File: config.mk
export PLATFORM = sky130hd
export DESIGN_NAME = branch_resolver
export DESIGN_NICKNAME = d
export VERILOG_FILES = /design/src/rtl/branch_resolver.sv
export SDC_FILE = /design/constraint.sdc
export NUM_CORES = 1
export LEC_CHECK = 0
export ABC_AREA = 1
export CORE_MARGIN = 2
export CORE_UTILIZATION = 37
export CTS_CLUSTER_SIZE = 28
export DETAILED_ROUTE_END_ITERATION = 12
export GPL_TIMING_DRIVEN = 1
export PLACE_DENSITY = 0.81
export SLEW_MARGIN = 15
export SYNTH_ARGS = -nofsm -noshare
export SYNTH_HDL_FRONTEND = slang
export SYNTH_SLANG_ARGS = --single-unit
File: constraint.sdc
create_clock -name clk -period 2 [get_ports clk]
set_clock_uncertainty 0.15 [all_clocks]
set_input_delay 0.2 -clock clk [delete_from_list [all_inputs] [get_ports clk]]
set_output_delay 0.2 -clock clk [all_outputs]
set_load 0.05 [all_outputs]
File: src/rtl/branch_resolver.sv
// Branch resolver: NZCV flag register, CBZ/CBNZ/B/B.cond evaluation, PC-indexed saturating predictor table.
// Result one cycle after submission, no backpressure; define FLAG_BYPASS_EN to let B.cond see same-cycle flags_in.
module branch_resolver #(
  parameter int PC_WIDTH   = 64,
  parameter int PRED_DEPTH = 16,
  parameter int CTR_WIDTH  = 2
) (
  input  logic                clk,
  input  logic                rst_n,
  input  logic [PC_WIDTH-1:0] fetch_pc,
  output logic                fetch_pred_taken,
  input  logic                flags_we,
  input  logic [3:0]          flags_in,
  input  logic                br_valid,
  input  logic [2:0]          br_op,
  input  logic [3:0]          br_cond,
  input  logic                br_reg_zero,
  input  logic [PC_WIDTH-1:0] br_pc,
  input  logic                br_pred_taken,
  input  logic                flush,
  output logic                res_valid,
  output logic                res_taken,
  output logic                res_mispredict,
  output logic [3:0]          flags_out
);

  localparam int IDX_W = $clog2(PRED_DEPTH);
  localparam logic [CTR_WIDTH-1:0] CTR_INIT = CTR_WIDTH'((2 ** (CTR_WIDTH - 1)) - 1);
  localparam logic [CTR_WIDTH-1:0] CTR_MAX  = '1;
  localparam logic [CTR_WIDTH-1:0] CTR_MIN  = '0;
  localparam logic [CTR_WIDTH-1:0] CTR_ONE  = CTR_WIDTH'(1);

  localparam logic [2:0] OP_NONE  = 3'd0;
  localparam logic [2:0] OP_B     = 3'd1;
  localparam logic [2:0] OP_CBZ   = 3'd2;
  localparam logic [2:0] OP_CBNZ  = 3'd3;
  localparam logic [2:0] OP_BCOND = 3'd4;

  logic [3:0]           r_nzcv;
  logic [CTR_WIDTH-1:0] r_ctr [PRED_DEPTH];
  logic                 r_res_valid;
  logic                 r_res_taken;
  logic                 r_res_mispredict;

  logic [IDX_W-1:0]     w_fetch_idx;
  logic [IDX_W-1:0]     w_br_idx;
  logic [3:0]           w_flags;
  logic                 w_n, w_z, w_c, w_v;
  logic                 w_cond_true;
  logic                 w_taken;
  logic                 w_live;
  logic                 w_upd;
  logic [CTR_WIDTH-1:0] w_ctr_cur;
  logic [CTR_WIDTH-1:0] w_ctr_next;
  logic                 w_unused;

  // Instructions are word-aligned, so PC bits [1:0] never select an entry.
  assign w_fetch_idx = fetch_pc[IDX_W+1:2];
  assign w_br_idx    = br_pc[IDX_W+1:2];
  assign w_unused    = ^{fetch_pc[PC_WIDTH-1:IDX_W+2], fetch_pc[1:0],
                         br_pc[PC_WIDTH-1:IDX_W+2], br_pc[1:0]};

  assign fetch_pred_taken = r_ctr[w_fetch_idx][CTR_WIDTH-1];

`ifdef FLAG_BYPASS_EN
  assign w_flags = flags_we ? flags_in : r_nzcv;
`else
  assign w_flags = r_nzcv;
`endif

  assign {w_n, w_z, w_c, w_v} = w_flags;

  always_comb begin
    w_cond_true = 1'b0;
    case (br_cond)
      4'd0:    w_cond_true = w_z;
      4'd1:    w_cond_true = !w_z;
      4'd2:    w_cond_true = w_c;
      4'd3:    w_cond_true = !w_c;
      4'd4:    w_cond_true = w_n;
      4'd5:    w_cond_true = !w_n;
      4'd6:    w_cond_true = w_v;
      4'd7:    w_cond_true = !w_v;
      4'd8:    w_cond_true = w_c && !w_z;
      4'd9:    w_cond_true = !w_c || w_z;
      4'd10:   w_cond_true = (w_n == w_v);
      4'd11:   w_cond_true = (w_n != w_v);
      4'd12:   w_cond_true = !w_z && (w_n == w_v);
      4'd13:   w_cond_true = w_z || (w_n != w_v);
      4'd14:   w_cond_true = 1'b1;
      default: w_cond_true = 1'b0;
    endcase
  end

  always_comb begin
    w_taken = 1'b0;
    case (br_op)
      OP_NONE:  w_taken = 1'b0;
      OP_B:     w_taken = 1'b1;
      OP_CBZ:   w_taken = br_reg_zero;
      OP_CBNZ:  w_taken = !br_reg_zero;
      OP_BCOND: w_taken = w_cond_true;
      default:  w_taken = 1'b0;
    endcase
  end

  // Only conditional branches train the table; a flushed branch never does.
  assign w_live    = br_valid && !flush;
  assign w_upd     = w_live && (br_op == OP_CBZ || br_op == OP_CBNZ || br_op == OP_BCOND);
  assign w_ctr_cur = r_ctr[w_br_idx];

  always_comb begin
    w_ctr_next = w_ctr_cur;
    if (w_taken) begin
      if (w_ctr_cur != CTR_MAX) w_ctr_next = w_ctr_cur + CTR_ONE;
    end else begin
      if (w_ctr_cur != CTR_MIN) w_ctr_next = w_ctr_cur - CTR_ONE;
    end
  end

  always_ff @(posedge clk or negedge rst_n) begin
    if (!rst_n) begin
      r_nzcv           <= 4'b0000;
      r_res_valid      <= 1'b0;
      r_res_taken      <= 1'b0;
      r_res_mispredict <= 1'b0;
      for (int i = 0; i < PRED_DEPTH; i++) begin
        r_ctr[i] <= CTR_INIT;
      end
    end else begin
      if (flags_we) r_nzcv <= flags_in;
      if (w_upd) r_ctr[w_br_idx] <= w_ctr_next;
      r_res_valid      <= w_live;
      r_res_taken      <= w_live && w_taken;
      r_res_mispredict <= w_live && (w_taken != br_pred_taken);
    end
  end

  assign res_valid      = r_res_valid;
  assign res_taken      = r_res_taken;
  assign res_mispredict = r_res_mispredict;
  assign flags_out      = r_nzcv;

endmodule
==> results.sh <==
export IMPL_cts_tree="built"
export IMPL_powerDensity_nw_per_um2=585
export IMPL_ys_ff_latch=39
export IMPL_clockBufferDepth=2
export IMPL_overflow=0
export IMPL_synth_edff_count=0
export IMPL_pin_count=154
export IMPL_met1_usage=0.220
export IMPL_port_buffers=33
export IMPL_vias_per_cell=5.01
export IMPL_r2r_end="r_ctr[24]$_DFFE_PN1P_"
export IMPL_relSlewSlack=0.666
export IMPL_maxCapViolCount=0
export IMPL_post_synth_top_count_cell="nand2_1"
export IMPL_die_y_um=85.6
export IMPL_globalplace_congestion=0.909
export IMPL_timing_rr_start="flags_out[3]$_DFFE_PN0P_"
export IMPL_final_util=0.500
export IMPL_start_util=0.386
export IMPL_synth_main_ff_cell="dfrtp_1"
export IMPL_ys_warn_count=0
export IMPL_grt_pass1_wl_um=10500
export IMPL_reg2reg_depth=13
export IMPL_antenna_found_initial=0
export IMPL_crit_start="r_ctr[23]$_DFFE_PN0P_"
export IMPL_synth_largest_area_cell="nand2_1"
export IMPL_worstMarginPinSlew_ns=0.499
export IMPL_finalCritPeriodShare=0.984
export IMPL_num_rows=29
export IMPL_diodes=0
export IMPL_grt_pass1_vias=2376
export IMPL_die_area_um2=7320
export IMPL_htreeDepth=2
export IMPL_drive_above_1_share=0.185
export IMPL_grt_busiest_layer="met2"
export IMPL_worst_setup_path_end_kind="output port"
export IMPL_ys_types=29
export IMPL_antenna_left=0
export IMPL_core_area_um2=6390
export IMPL_total_power_uw=1870
export IMPL_die_w_um=85.6
export IMPL_synth_area_leaders="nand2_1 24%, dfrtp_1 23%, dfstp_2 17%, nor2_1 6.3%, inv_1 6.1%"
export IMPL_grt_max_degree=21
export IMPL_syn_inst=371
export IMPL_hold_violations=0
export IMPL_critPathArrivalTime_ns=1.62
export IMPL_root_buffer="clkbuf_8"
export IMPL_fin_crit_ns=1.97
export IMPL_seq_area_frac_synth=0.404
export IMPL_min_path_type="in2async"
export IMPL_setup_viol=0
export IMPL_clock_latency_ns=0.30
export IMPL_synthTopCellsByCount="160 x nand2_1, 41 x nor2_1, 40 x inv_1"
export IMPL_groute_usage_overall=0.176
export IMPL_dp_hpwl_um=4610
export IMPL_route_detailed_drc=0
export IMPL_synth_top_area_share=0.244
export IMPL_final_max_slew_violation_count=0
export IMPL_worst_endpoint_required_ns=1.65
export IMPL_reg2reg_slack_ns=0.22
export IMPL_gr_usage_met3=0.0375
export IMPL_endpoint="fetch_pred_taken"
export IMPL_crit_type="reg2out"
export IMPL_dr_pass1_iters=5
export IMPL_setup_ws_ns=0.0321
export IMPL_wire_per_inst_um=11.9
export IMPL_fmax_ghz=0.508
export IMPL_drt_iter0_markers=206
export IMPL_p_leak_uw=0.00164
export IMPL_synthesis_area_um2=2460
export IMPL_nNetsFinal=577
export IMPL_pre_cts_slack_ns=-0.204
export IMPL_async_reset_ff_frac=1.00
export IMPL_syn2layout_area_growth_pct=29.7
export IMPL_synth_avg_cell_area_um2=6.64
export IMPL_cts_num_sinks=39
export IMPL_cp_max_fo=3
export IMPL_synthesis_nets=517
export IMPL_wirelength_um=6070
export IMPL_vias=2548
export IMPL_cts_made_buffers=5
export IMPL_grtUsageMet2=0.300
export IMPL_peakVddDrop_mv=0.285
export IMPL_critPathLaunchType="register"
export IMPL_status="finished clean"
export IMPL_setup_tns_ns=0
export IMPL_path_clk_slew_ns=0.08
==> state kept, by name, summed over array words and instances (netlist names) <==
signal          count
r_ctr              32
flags_out           4
res_mispredict      1
res_taken           1
res_valid           1
==> cell families after synthesis <==
kind of cell / count (synthesis) / share of synthesized area
flip-flops: 39 / 0.404
AND/OR/NAND/NOR: 253 / 0.440
AO/OA/AOI/OAI: 25 / 0.0579
multiplexers: 1 / 0.00407
XOR/XNOR: 1 / 0.00356
buffers and inverters: 52 / 0.0904
==> worst min-delay path by stage <==
stage | startpoint | endpoint | slack, ns | cells after the start
floorplan | rst_n | flags_out[0]$_DFFE_PN0P_ | -0.25 | 0
global placement | rst_n | r_ctr[3]$_DFFE_PN0P_ | 0.03 | 1
detailed placement | rst_n | r_ctr[3]$_DFFE_PN0P_ | 0.04 | 1
CTS | rst_n | r_ctr[3]$_DFFE_PN0P_ | 0.25 | 2
global route | rst_n | r_ctr[3]$_DFFE_PN0P_ | 0.27 | 2
finish | rst_n | r_ctr[3]$_DFFE_PN0P_ | 0.23 | 2
==> per-stage QoR <==
step	hold slack (ns)	cell area [µm²]	cells
finish	0.228	3190	509
global route	0.272	3190	509
CTS	0.250	3150	507
detailed placement	0.0433	3040	498
global placement	0.0310	3040	498
floorplan	-0.246	2470	371
==> power by group <==
group          internal, µW  switching, µW  leakage, µW
combinational           161            243      0.00111
sequential              848           28.1     0.000475
clock                   315            276    0.0000515
total                  1320            547      0.00164
==> critical path: stages (launching register included) <==
cell and delay (ns):
dfrtp_1 0.40, nor2_1 0.08, o32ai_2 0.27, nor2_1 0.08, o31ai_2 0.31, buf_12 0.18
==> layer usage <==
| layer | up-vias | routed length [µm] |
|---|---|---|
| met2 | 87 | 2980 |
| met1 | 1185 | 2610 |
| li1 | 1263 | - |
| met5 | - | 0 |
| met4 | 0 | 125 |
| met3 | 13 | 358 |
==> layout make-up <==
class	count	area [µm²]
inverters	46	173
multi-input cells	280	1270
well taps	77	96.3
fillers	635	3190
repair buffers	59	558
flip-flops and latches	39	998
clock buffers	8	100
==> placed cells by master, fill, tap and decap left out, types with 7 or more instances in the layout <==
cell             Yosys  final
inv_2                5      7
nand3_1             29     29
dfrtp_1             23     21
nor2_1              41     41
clkdlybuf4s50_1      0     23
inv_1               40     38
clkbuf_8             0      7
dfstp_2             16     16
nand2_2             11     11
buf_4                2     24
nand2_1            160    160
o21ai_0             10     10
==> repair_timing <==
item                       in CTS  in global routing
pin swaps                       1                  1
hold endpoints to repair       12                  0
setup buffers                   0                  2
gates resized for setup         3                 10
setup endpoints to repair       1                 29
gates cloned                    0                  0
hold buffers                    1                  0
(Power assumes the default switching activity.)
